### src/rtl/sram_bank_ctrl_if.sv
// rtl/sram_bank_ctrl_if.sv - request/response handshake bundle for the SRAM bank controller
interface sram_bank_ctrl_if #(
  parameter int AW = 3,
  parameter int W  = 15
);
  logic          req_valid;
  logic          req_ready;
  logic          req_we;
  logic [AW-1:0] req_waddr;
  logic [W-1:0]  req_wdata;
  logic [AW-1:0] req_raddr1;
  logic [AW-1:0] req_raddr2;
  logic          rsp_valid;
  logic          rsp_ready;
  logic [W-1:0]  rsp_rd1;
  logic [W-1:0]  rsp_rd2;
  logic          rsp_err;

  modport master (
    output req_valid, req_we, req_waddr, req_wdata, req_raddr1, req_raddr2, rsp_ready,
    input  req_ready, rsp_valid, rsp_rd1, rsp_rd2, rsp_err
  );

  modport slave (
    input  req_valid, req_we, req_waddr, req_wdata, req_raddr1, req_raddr2, rsp_ready,
    output req_ready, rsp_valid, rsp_rd1, rsp_rd2, rsp_err
  );
endinterface

### src/rtl/sram_bank_ctrl.sv
// rtl/sram_bank_ctrl.sv - one-at-a-time read/write initiator for a bank of sram_1x15 cells
module sram_bank_ctrl #(
  parameter int DEPTH = 8,
  parameter int AW    = 3,
  parameter int W     = 15
) (
  input  logic             clk,
  input  logic             rst_n,
  sram_bank_ctrl_if.slave  bus,
  output logic [DEPTH-1:0] ws,
  output logic [DEPTH-1:0] rs1,
  output logic [DEPTH-1:0] rs2,
  output logic [W-1:0]     wd,
  input  logic [W-1:0]     rd1_bus,
  input  logic [W-1:0]     rd2_bus,
  output logic             busy
);

  typedef enum logic [1:0] {S_IDLE, S_WRITE, S_READ, S_RESP} state_t;

  state_t           state_q, state_d;
  logic [DEPTH-1:0] ws_q, ws_d, rs1_q, rs1_d, rs2_q, rs2_d;
  logic [W-1:0]     wd_q, wd_d;
  logic [AW-1:0]    raddr1_q, raddr1_d, raddr2_q, raddr2_d;
  logic [W-1:0]     rsp_rd1_q, rsp_rd1_d, rsp_rd2_q, rsp_rd2_d;
  logic             rsp_valid_q, rsp_valid_d;
  logic             rsp_err_q, rsp_err_d;

  // Addresses at or beyond DEPTH decode to an all-zero select.
  function automatic logic [DEPTH-1:0] onehot(input logic [AW-1:0] a);
    onehot = '0;
    for (int i = 0; i < DEPTH; i++) begin
      if (a == AW'(i)) onehot[i] = 1'b1;
    end
  endfunction

  function automatic logic in_range(input logic [AW-1:0] a);
    in_range = (32'(a) < DEPTH);
  endfunction

  always_ff @(posedge clk or negedge rst_n) begin
    if (!rst_n) begin
      state_q     <= S_IDLE;
      ws_q        <= '0;
      rs1_q       <= '0;
      rs2_q       <= '0;
      wd_q        <= '0;
      raddr1_q    <= '0;
      raddr2_q    <= '0;
      rsp_rd1_q   <= '0;
      rsp_rd2_q   <= '0;
      rsp_valid_q <= 1'b0;
      rsp_err_q   <= 1'b0;
    end else begin
      state_q     <= state_d;
      ws_q        <= ws_d;
      rs1_q       <= rs1_d;
      rs2_q       <= rs2_d;
      wd_q        <= wd_d;
      raddr1_q    <= raddr1_d;
      raddr2_q    <= raddr2_d;
      rsp_rd1_q   <= rsp_rd1_d;
      rsp_rd2_q   <= rsp_rd2_d;
      rsp_valid_q <= rsp_valid_d;
      rsp_err_q   <= rsp_err_d;
    end
  end

  // Selects are decoded on the accepting edge so they are registered for the WRITE/READ cycle.
  always_comb begin
    state_d     = state_q;
    ws_d        = '0;
    rs1_d       = '0;
    rs2_d       = '0;
    wd_d        = wd_q;
    raddr1_d    = raddr1_q;
    raddr2_d    = raddr2_q;
    rsp_rd1_d   = rsp_rd1_q;
    rsp_rd2_d   = rsp_rd2_q;
    rsp_valid_d = rsp_valid_q;
    rsp_err_d   = rsp_err_q;
    case (state_q)
      S_IDLE: begin
        if (bus.req_valid) begin
          raddr1_d = bus.req_raddr1;
          raddr2_d = bus.req_raddr2;
          if (bus.req_we) begin
            ws_d    = onehot(bus.req_waddr);
            wd_d    = bus.req_wdata;
            state_d = S_WRITE;
          end else begin
            rs1_d   = onehot(bus.req_raddr1);
            rs2_d   = onehot(bus.req_raddr2);
            state_d = S_READ;
          end
        end
      end
      S_WRITE: state_d = S_IDLE;
      S_READ: begin
        rsp_rd1_d   = in_range(raddr1_q) ? rd1_bus : '0;
        rsp_rd2_d   = in_range(raddr2_q) ? rd2_bus : '0;
        rsp_err_d   = !in_range(raddr1_q) || !in_range(raddr2_q);
        rsp_valid_d = 1'b1;
        state_d     = S_RESP;
      end
      S_RESP: begin
        if (bus.rsp_ready) begin
          rsp_valid_d = 1'b0;
          state_d     = S_IDLE;
        end
      end
      default: state_d = S_IDLE;
    endcase
  end

  assign ws            = ws_q;
  assign rs1           = rs1_q;
  assign rs2           = rs2_q;
  assign wd            = wd_q;
  assign busy          = (state_q != S_IDLE);
  assign bus.req_ready = (state_q == S_IDLE);
  assign bus.rsp_valid = rsp_valid_q;
  assign bus.rsp_rd1   = rsp_rd1_q;
  assign bus.rsp_rd2   = rsp_rd2_q;
  assign bus.rsp_err   = rsp_err_q;

endmodule

### src/flat_wrapper.sv
// flat-port wrapper written by rule: the top's interface ports become plain ports
module sram_bank_ctrl_flat 
#(
  parameter int DEPTH = 8,
  parameter int AW    = 3,
  parameter int W     = 15
)
  (clk, rst_n, ws, rs1, rs2, wd, rd1_bus, rd2_bus, busy, bus_req_valid, bus_req_we, bus_req_waddr, bus_req_wdata, bus_req_raddr1, bus_req_raddr2, bus_rsp_ready, bus_req_ready, bus_rsp_valid, bus_rsp_rd1, bus_rsp_rd2, bus_rsp_err);
  sram_bank_ctrl_if #(.AW(AW), .W(W)) bus_i ();
  input  logic clk;
  input  logic rst_n;
  output logic [DEPTH-1:0] ws;
  output logic [DEPTH-1:0] rs1;
  output logic [DEPTH-1:0] rs2;
  output logic [W-1:0] wd;
  input  logic [W-1:0] rd1_bus;
  input  logic [W-1:0] rd2_bus;
  output logic busy;
  input wire logic [$bits(bus_i.req_valid)-1:0] bus_req_valid;
  input wire logic [$bits(bus_i.req_we)-1:0] bus_req_we;
  input wire logic [$bits(bus_i.req_waddr)-1:0] bus_req_waddr;
  input wire logic [$bits(bus_i.req_wdata)-1:0] bus_req_wdata;
  input wire logic [$bits(bus_i.req_raddr1)-1:0] bus_req_raddr1;
  input wire logic [$bits(bus_i.req_raddr2)-1:0] bus_req_raddr2;
  input wire logic [$bits(bus_i.rsp_ready)-1:0] bus_rsp_ready;
  output wire logic [$bits(bus_i.req_ready)-1:0] bus_req_ready;
  output wire logic [$bits(bus_i.rsp_valid)-1:0] bus_rsp_valid;
  output wire logic [$bits(bus_i.rsp_rd1)-1:0] bus_rsp_rd1;
  output wire logic [$bits(bus_i.rsp_rd2)-1:0] bus_rsp_rd2;
  output wire logic [$bits(bus_i.rsp_err)-1:0] bus_rsp_err;
  assign bus_i.req_valid = bus_req_valid;
  assign bus_i.req_we = bus_req_we;
  assign bus_i.req_waddr = bus_req_waddr;
  assign bus_i.req_wdata = bus_req_wdata;
  assign bus_i.req_raddr1 = bus_req_raddr1;
  assign bus_i.req_raddr2 = bus_req_raddr2;
  assign bus_i.rsp_ready = bus_rsp_ready;
  assign bus_req_ready = bus_i.req_ready;
  assign bus_rsp_valid = bus_i.rsp_valid;
  assign bus_rsp_rd1 = bus_i.rsp_rd1;
  assign bus_rsp_rd2 = bus_i.rsp_rd2;
  assign bus_rsp_err = bus_i.rsp_err;
  sram_bank_ctrl #(.DEPTH(DEPTH), .AW(AW), .W(W)) u_core (.clk(clk), .rst_n(rst_n), .bus(bus_i), .ws(ws), .rs1(rs1), .rs2(rs2), .wd(wd), .rd1_bus(rd1_bus), .rd2_bus(rd2_bus), .busy(busy));
endmodule
### config.mk
export PLATFORM = sky130hd
export DESIGN_NAME = sram_bank_ctrl_flat
export DESIGN_NICKNAME = d
export VERILOG_FILES = /design/src/rtl/sram_bank_ctrl_if.sv /design/src/rtl/sram_bank_ctrl.sv /design/src/flat_wrapper.sv
export SDC_FILE = /design/constraint.sdc
export NUM_CORES = 1
export LEC_CHECK = 0
export ABC_CLOCK_PERIOD_IN_PS = 3200
export CAP_MARGIN = 25
export CORE_AREA = 2 2 82 84
export CTS_CLUSTER_SIZE = 28
export DETAILED_ROUTE_END_ITERATION = 12
export DIE_AREA = 0 0 84 86
export HOLD_SLACK_MARGIN = 0.12
export PLACE_DENSITY_LB_ADDON = 0.08
export SLEW_MARGIN = 30
export SYNTH_ARGS = -nofsm -noshare
export SYNTH_HDL_FRONTEND = slang
export SYNTH_SLANG_ARGS = --single-unit
### constraint.sdc
create_clock -name clk -period 3.2 [get_ports clk]
set_input_delay 0.8 -clock clk [delete_from_list [all_inputs] [get_ports clk]]
set_output_delay 0.8 -clock clk [all_outputs]
set_load 0.01 [all_outputs]
==> results of run 1 <==
## stage by stage
step           utilization  cells  power [mW]  hold WS [ns]
6_report             0.665    385        3.46         0.479
5_1_grt              0.665    385        3.66         0.503
4_1_cts              0.665    385        3.50         0.487
3_5_place_dp         0.641    373        2.92         0.472
3_3_place_gp         0.641    373        2.89         0.464
2_1_floorplan            -    172        2.08         0.504
## layer usage
metal | up-vias | wire length, um | GRT usage
met1 | 916 | 2640 | 0.223
li1 | 872 | - | -
met3 | 5 | 449 | 0.0674
met5 | - | 0 | 0
met4 | 0 | 46 | 0.0572
met2 | 73 | 2700 | 0.249
## cells in the mapped netlist (all sizes together)
cell / instances / area (um^2)
nor2b: 1 / 6.26
or4b: 1 / 10.0
nor4bb: 1 / 10.0
buf: 8 / 51.3
a21o: 1 / 7.51
conb: 1 / 3.75
inv: 4 / 15.0
nand2b: 4 / 25.0
nor3: 12 / 60.1
o21ai: 1 / 5.00
clkbuf: 1 / 3.75
nand2: 5 / 18.8
nor4b: 6 / 52.6
nand4bb: 1 / 11.3
or2: 1 / 6.26
mux2: 45 / 507
a21bo: 1 / 10.0
dfrtp: 72 / 1800
nor4: 6 / 37.5
## logic make-up (layout without fill, tap and decap cells)
| logic type | after synthesis | in the layout | share of synthesized area |
|---|---|---|---|
| DFF | 72 | 72 | 0.682 |
| other | 1 | 1 | 0.00142 |
| and+or+nand+nor | 38 | 38 | 0.0900 |
| buffers and inverters | 13 | 149 | 0.0265 |
| muxes | 45 | 45 | 0.192 |
| AOI/OAI and AO/OA | 3 | 3 | 0.00852 |
## flip-flops by register name (all words and copies together), names as in the netlist
signal and flops:
u_core.ws 8, u_core.bus.rsp_rd2 15, u_core.rs2 8, u_core.bus.rsp_rd1 15, u_core.bus.rsp_valid 1, u_core.state_q 2, u_core.wd 15, u_core.rs1 8
## area by class of cell
| class | instances | area, um^2 |
|---|---|---|
| fillers | 473 | 2110 |
| flip-flops and latches | 72 | 1800 |
| repair buffers | 133 | 1330 |
| multi-input cells | 87 | 779 |
| clock buffers | 10 | 138 |
| well taps | 77 | 96.3 |
| inverters | 4 | 15.0 |
| clock inverters | 2 | 10.0 |
## worst paths after layout
| kind | from | endpoint |
|---|---|---|
| max in group asynchronous | rst_n | u_core.bus.rsp_rd1[5] |
| setup / recovery | u_core.state_q[1] | bus_req_ready |
| setup reg to reg | u_core.state_q[1] | u_core.rs2[5] |
| hold reg to reg | u_core.bus.rsp_valid | u_core.bus.rsp_valid |
| min in group clk | u_core.bus.rsp_valid | u_core.bus.rsp_valid |
| hold / removal | rst_n | u_core.wd[5] |
## where the power goes
group | total (mW) | internal (mW) | switching [mW]
combinational | 1.49 | 0.952 | 0.534
clock | 0.576 | 0.282 | 0.294
sequential | 1.39 | 1.23 | 0.160
==> flow_summary_export.csv, run 1 <==
group,metric,value,unit
critical_path,cp_max_fo,7,
layout,final_cell_mix,"129 x clkdlybuf4s50_1, 72 x dfrtp_1, 45 x mux2_2",
critical_path,reg2regPathDepth,2,
critical_path,cp-start-kind,"flop",
placement,pre_cts_slack,0.646,ns
yosys,synth-seq-cells,72,
route,drt_pass1_iterations,4,
layout,area_growth,57.9,%
critical_path,path_buf_inv,2,
placement,gp_congestion,0.712,
layout,finalInstanceArea,0.00417,mm^2
clock_tree,htree_levels,3,
layout,fin_nets,366,
clock_tree,clockBufferDepth,2,
yosys,ys_types,21,
timing,max_freq,404,MHz
floorplanning,die_x,84,um
critical_path,cp_slowest_cell,"clkdlybuf4s50_1",
global_route,antenna_found_initial,0,
timing,hold_viol,0,
yosys,netlist_instances,172,
floorplanning,die_y,86,um
timing,rsz0062_at_grt,"false",
route,wl_per_cell,15.2,um
route,avgViaCountPerCell,4.85,
yosys,synth_seq_area_share,0.682,
floorplanning,die_area,0.00722,mm^2
timing,slew_headroom,0.638,
clock_tree,cts.sink_count,72,
clock_tree,holdBufCountCts,0,
clock_tree,post_cts_resized,0,
route,drt_iter0_drc,97,
timing,tightest_slew,0.543,ns
yosys,syn-num-nets,231,
critical_path,crit_type,"reg -> out",
global_route,grt_max_degree,73,
yosys,netlist_area,0.00264,mm^2
critical_path,crit_required,2.40,ns
route,drt_wl_total,5840,um
route,num_vias,1866,
placement,hpwl,4010,um
floorplanning,placementRows,29,
placement,place_area,0.00402,mm^2
global_route,grt_overflow,0,
hold_path,min_path_type,"in -> async",
clock_tree,cts_buffers,9,
critical_path,arrival,1.67,ns
timing,finClkSkew,0.00645,ns
critical_path,critPathMaxStageDelay,0.52,ns
clock_tree,clk_pin_slew,0.07,ns
timing,setup_violations,0,
critical_path,critPathCaptureType,"primary output",
timing,period_share,0.773,
run,max_cap_violations,0,
yosys,yosysWarnings,0,
layout,layout_commonest_cell,"clkdlybuf4s50_1",
route,drtAntennaViolNets,0,
floorplanning,ios,132,
timing,fin_ws,0.726,ns
critical_path,crit_cells,3,
global_route,grt_pass1_wl,9270,um
layout,final_layout_size_suffix_gt1_frac,0.211,
clock_tree,clk_latency,0.33,ns
global_route,track_usage,0.167,
pwr,power_leakage,1.75,nW
outcome,status,"finished, final reports clean",
timing,tns,0,ns
critical_path,crit_chain,"or2_2 > inv_1 > clkdlybuf4s50_1",
global_route,grt_pass1_vias,1859,
pwr,ir_drop,520,uV
timing,slew_violations,0,
placement,portBuffers,130,
clock_tree,tritoncts,"yes",
clock_tree,clock-root-buffer,"clkbuf_8",
pwr,p_per_area,828,mW/mm^2
clock_tree,cts_setup_buffers,0,
floorplanning,core_area,0.00628,mm^2
critical_path,cp_top_family,"buffers and inverters",
yosys,synth_area_per_cell,15.4,um^2
timing,period_needed,2.47,ns
route,drcViolationCount,0,
critical_path,regToRegSetupSlack,1.49,ns
layout,antennaDiodeCount,0,
floorplanning,initial_core_util,0.421,
No activity file was read; power rests on OpenSTA's default activity.
==> inputs of run 2 (changes only) <==
ABC_CLOCK_PERIOD_IN_PS = 2000   (was 3200)
CORE_AREA = 2 2 89 91   (was 2 2 82 84)
DIE_AREA = 0 0 91 93   (was 0 0 84 86)
clock period = 2 ns   (was 3.2 ns; I/O delays follow)
==> flow_summary_export.csv, run 2 (same netlist as run 1, synthesis figures left out) <==
group,metric,value,unit
global_route,track_usage,0.147,
global_route,grt_max_degree,39,
timing,period_needed,1.86,ns
layout,area_growth,66.8,%
route,num_vias,1901,
layout,stdcell_count,423,
critical_path,crit_required,1.50,ns
global_route,met2_usage,0.212,
critical_path,crit_chain,"or2_2 > inv_1 > dlygate4sd2_1",
timing,period_share,0.928,
clock_tree,cts_setup_buffers,0,
critical_path,critPathCaptureType,"primary output",
global_route,grt_pass1_vias,1891,
critical_path,rr_startpoint,"u_core.state_q[1]",
floorplanning,die_area,0.00846,mm^2
global_route,grt_overflow,0,
timing,max_freq,539,MHz
clock_tree,tritoncts,"yes",
layout,multi_input_area,788,um^2
layout,seq_area,0.00180,mm^2
route,drcViolationCount,0,
critical_path,cp_top_family,"flip-flops",
global_route,busiest_layer,"met2",
layout,finalInstanceArea,0.00441,mm^2
layout,fin_nets,375,
layout,final_layout_size_suffix_gt1_frac,0.243,
layout,fin_util,0.586,
timing,finClkSkew,0.0113,ns
pwr,power_leakage,1.86,nW
pwr,p_total,6.15,mW
outcome,status,"finished, final reports clean",
run,max_cap_violations,0,
placement,pre_cts_slack,-0.0867,ns
floorplanning,die_x,91,um
floorplanning,core_area,0.00753,mm^2
global_route,antenna_found_initial,0,
timing,hold_slack,0.109,ns
critical_path,cp_max_fo,2,
placement,gp_congestion,0.715,
critical_path,cp_slowest_cell,"dfrtp_1",
global_route,grt_util_met1,0.200,
floorplanning,die_y,93,um
floorplanning,initial_core_util,0.351,
placement,hpwl,4400,um
clock_tree,cts_buffers,9,
placement,dp_cells,407,
clock_tree,htree_levels,3,
route,drt_wl_total,5960,um
route,drtAntennaViolNets,0,
global_route,grt_pass1_wl,9680,um
clock_tree,clk_pin_slew,0.08,ns
layout,layout_commonest_cell,"clkdlybuf4s50_1",
timing,slew_violations,0,
layout,final_cell_mix,"127 x clkdlybuf4s50_1, 72 x dfrtp_1, 45 x mux2_2",
clock_tree,cts.sink_count,72,
route,wl_per_cell,14.1,um
layout,nFillCells,652,
clock_tree,clk_latency,0.34,ns
route,avgViaCountPerCell,4.49,
timing,rsz0062_at_grt,"false",
critical_path,cp-start-kind,"flop",
critical_path,path_buf_inv,2,
timing,tns,0,ns
critical_path,arrival,1.36,ns
clock_tree,clock-root-buffer,"clkbuf_8",
placement,place_area,0.00415,mm^2
timing,hold_viol,0,
critical_path,r2r_end,"u_core.rs1[6]",
clock_tree,clockBufferDepth,2,
critical_path,crit_type,"reg -> out",
critical_path,reg2regPathDepth,4,
floorplanning,placementRows,32,
placement,portBuffers,130,
timing,setup_violations,0,
layout,antennaDiodeCount,0,
pwr,ir_drop,583,uV
floorplanning,ios,132,
hold_path,min_path_type,"in -> async",
route,drt_pass1_iterations,4,
critical_path,regToRegSetupSlack,0.38,ns
timing,fin_ws,0.145,ns
critical_path,critPathMaxStageDelay,0.38,ns
global_route,use_met3,0.0483,
pwr,p_per_area,1390,mW/mm^2
route,drt_iter0_drc,45,
==> run 2: cell types whose count changed in the layout (fill, tap and decap cells not counted), sizes merged <==
cell	before	now
buf	4	13
bufinv	0	3
clkbuf	10	12
clkdlybuf4s50	129	127
dlygate4sd2	0	2
clkinv	2	1
==> run 2: how the worst max path moves through the flow <==
| stage | startpoint | slack [ns] | end | cells past startpoint |
|---|---|---|---|---|
| after floorplan | bus_req_valid | 0.46 | u_core.wd[0] | 4 |
| final | u_core.state_q[1] | 0.14 | bus_req_ready | 3 |
| after detailed placement | bus_req_we | -0.09 | u_core.rs1[3] | 4 |
| after global routing | u_core.state_q[1] | 0.09 | bus_req_ready | 3 |
| after global placement | bus_req_we | -0.02 | u_core.rs2[2] | 4 |
| after CTS | u_core.state_q[1] | 0.12 | bus_req_ready | 3 |
==> run 2: cell type report <==
type                            instances  area share
Sequential cell                        72       0.409
Timing Repair Buffer                  142       0.320
Multi-Input combinational cell         87       0.179
Clock buffer                           12      0.0375
Tap cell                              102      0.0290
Clock inverter                          4      0.0224
Inverter                                4     0.00341
==> run 2: power by group <==
group / internal (mW) / switching (mW) / leakage [nW] / total (mW)
sequential: 1.97 / 0.228 / 0.900 / 2.20
combinational: 1.59 / 0.899 / 0.825 / 2.49
clock: 0.934 / 0.528 / 0.133 / 1.46
==> run 2: timing repair <==
item / 4_1_cts / 5_1_grt
hold buffers: 0 / 0
setup endpoints to repair: 2 / 0
resized for setup: 2 / 0
==> run 2: per-layer routing <==
metal,share of wire,vias to the layer above
li1,-,893
met1,0.45,919
met2,0.45,80
met3,0.078,9
met4,0.019,0
met5,0,-
==> inputs of run 3 (changes only) <==
CELL_PAD_IN_SITES_DETAIL_PLACEMENT = 1   (was not set)
CELL_PAD_IN_SITES_GLOBAL_PLACEMENT = 2   (was not set)
CORE_AREA = 2 2 111 113   (was 2 2 89 91)
DIE_AREA = 0 0 113 115   (was 0 0 91 93)
==> flow_summary_export.csv, run 3 (same netlist as run 1, synthesis figures left out) <==
group,metric,value,unit
pwr,clock_power_share,0.250,
route,avgViaCountPerCell,4.14,
critical_path,arrival,1.34,ns
global_route,grt_overflow,0,
layout,final_cell_mix,"127 x clkdlybuf4s50_1, 72 x dfrtp_1, 45 x mux2_2",
clock_tree,tritoncts,"yes",
layout,fin_nets,373,
route,drcViolationCount,13,
route,drt_pass1_iterations,8,
clock_tree,cts_buffers,9,
placement,portBuffers,130,
pwr,ir_drop,396,uV
layout,final_layout_size_suffix_gt1_frac,0.238,
critical_path,reg2regPathDepth,4,
global_route,grt_pass1_wl,11700,um
timing,hold_slack,0.133,ns
floorplanning,core_area,0.0118,mm^2
pwr,swShare,0.279,
layout,antennaDiodeCount,0,
global_route,antenna_found_initial,0,
route,wl_per_cell,15.7,um
layout,layout_commonest_cell,"clkdlybuf4s50_1",
global_route,grt_pass1_vias,2132,
route,drt_wl_total,7300,um
timing,period_needed,1.84,ns
pwr,seq_power_share,0.349,
route,drtAntennaViolNets,0,
global_route,track_usage,0.119,
floorplanning,die_x,113,um
clock_tree,clockBufferDepth,2,
pwr,power_leakage,1.87,nW
floorplanning,die_area,0.0130,mm^2
timing,slew_violations,0,
global_route,grt_max_degree,36,
critical_path,cp_max_fo,2,
clock_tree,htree_levels,3,
clock_tree,clk_latency,0.32,ns
outcome,status,"finished, violations left",
placement,hpwl,5190,um
floorplanning,placementRows,40,
critical_path,crit_required,1.50,ns
critical_path,r2r_end,"u_core.rs2[1]",
clock_tree,cts_setup_buffers,0,
floorplanning,ios,132,
pwr,p_switching,1.77,mW
timing,tns,0,ns
timing,setup_violations,0,
pwr,p_comb_frac,0.401,
timing,max_freq,544,MHz
route,num_vias,1929,
clock_tree,cts.sink_count,72,
outcome,violations,"design-rule violations",
pwr,p_per_area,1410,mW/mm^2
hold_path,min_path_type,"in -> async",
run,max_cap_violations,0,
critical_path,crit_start,"u_core.state_q[1]",
critical_path,crit_type,"reg -> out",
floorplanning,initial_core_util,0.224,
timing,period_share,0.920,
critical_path,critPathCaptureType,"primary output",
critical_path,rr_startpoint,"u_core.state_q[1]",
pwr,p_int,4.56,mW
clock_tree,clock-root-buffer,"clkbuf_16",
timing,rsz0062_at_grt,"false",
timing,finClkSkew,0.00467,ns
floorplanning,die_y,115,um
placement,gp_congestion,0.704,
route,drt_iter0_drc,52,
critical_path,regToRegSetupSlack,0.36,ns
critical_path,cp-start-kind,"flop",
timing,hold_viol,0,
layout,area_growth,70.4,%
clock_tree,clk_pin_slew,0.06,ns
run 3: cell count changes in the layout (fill, tap and decap cells not counted):
| cell | delta |
|---|---|
| clkinv_2 | +2 |
| clkbuf_8 | -7 |
| buf_12 | +1 |
| clkinv_4 | -1 |
| buf_4 | -3 |
| bufinv_16 | -3 |
| clkbuf_16 | +9 |
run 3: how the worst max path moves through the flow:
stage	endpoint	depth (start not counted)
final	bus_req_ready	3
after detailed placement	u_core.rs2[5]	4
after global placement	u_core.rs2[5]	4
after global routing	bus_req_ready	3
after CTS	bus_req_ready	3
after floorplan	u_core.wd[0]	4
run 3: power groups by stage:
stage / logic [mW] / clock network, mW / registers [mW]
6_report: 2.54 / 1.58 / 2.21
5_1_grt: 2.73 / 1.72 / 2.30
4_1_cts: 2.59 / 1.66 / 2.22
3_5_place_dp: 2.60 / 0 / 2.25
3_3_place_gp: 2.57 / 0 / 2.22
2_1_floorplan: 0.846 / 0 / 2.48
run 3: layout make-up:
class / count / area, um^2
clock buffer: 14 / 294
clock inverter: 2 / 10.0
fill: 1258 / 7310
inverter: 4 / 15.0
multi-input combinational: 87 / 788
sequential: 72 / 1800
tap: 147 / 184
timing repair buffer: 140 / 1410
run 3: critical path: stages, from the launching register on:
cell	delay, ns
dfrtp_1	0.37
or2_2	0.30
inv_1	0.06
dlygate4sd2_1	0.29
run 3: metrics by stage:
stage	worst slack [ns]	std cells	power, mW	utilization	instance area [um^2]
3_5_place_dp	-0.117	450	4.85	0.356	4200
3_3_place_gp	-0.0558	450	4.79	0.356	4200
4_1_cts	0.121	466	6.47	0.381	4500
2_1_floorplan	0.464	172	3.33	-	2640
5_1_grt	0.0715	466	6.75	0.381	4500
6_report	0.161	466	6.33	0.381	4500
run 3: layer usage:
metal  GRT usage  vias up  wire length [um]
met5           0        -                 0
met4      0.0488        0               127
met3      0.0480       11               695
met2       0.176       82              3200
met1       0.155      941              3280
li1            -      895                 -
run 3: timing repair:
action | 4_1_cts | 5_1_grt
endpoints found under the setup margin | 2 | 0
hold buffers | 0 | 0
gates resized for setup | 2 | 0
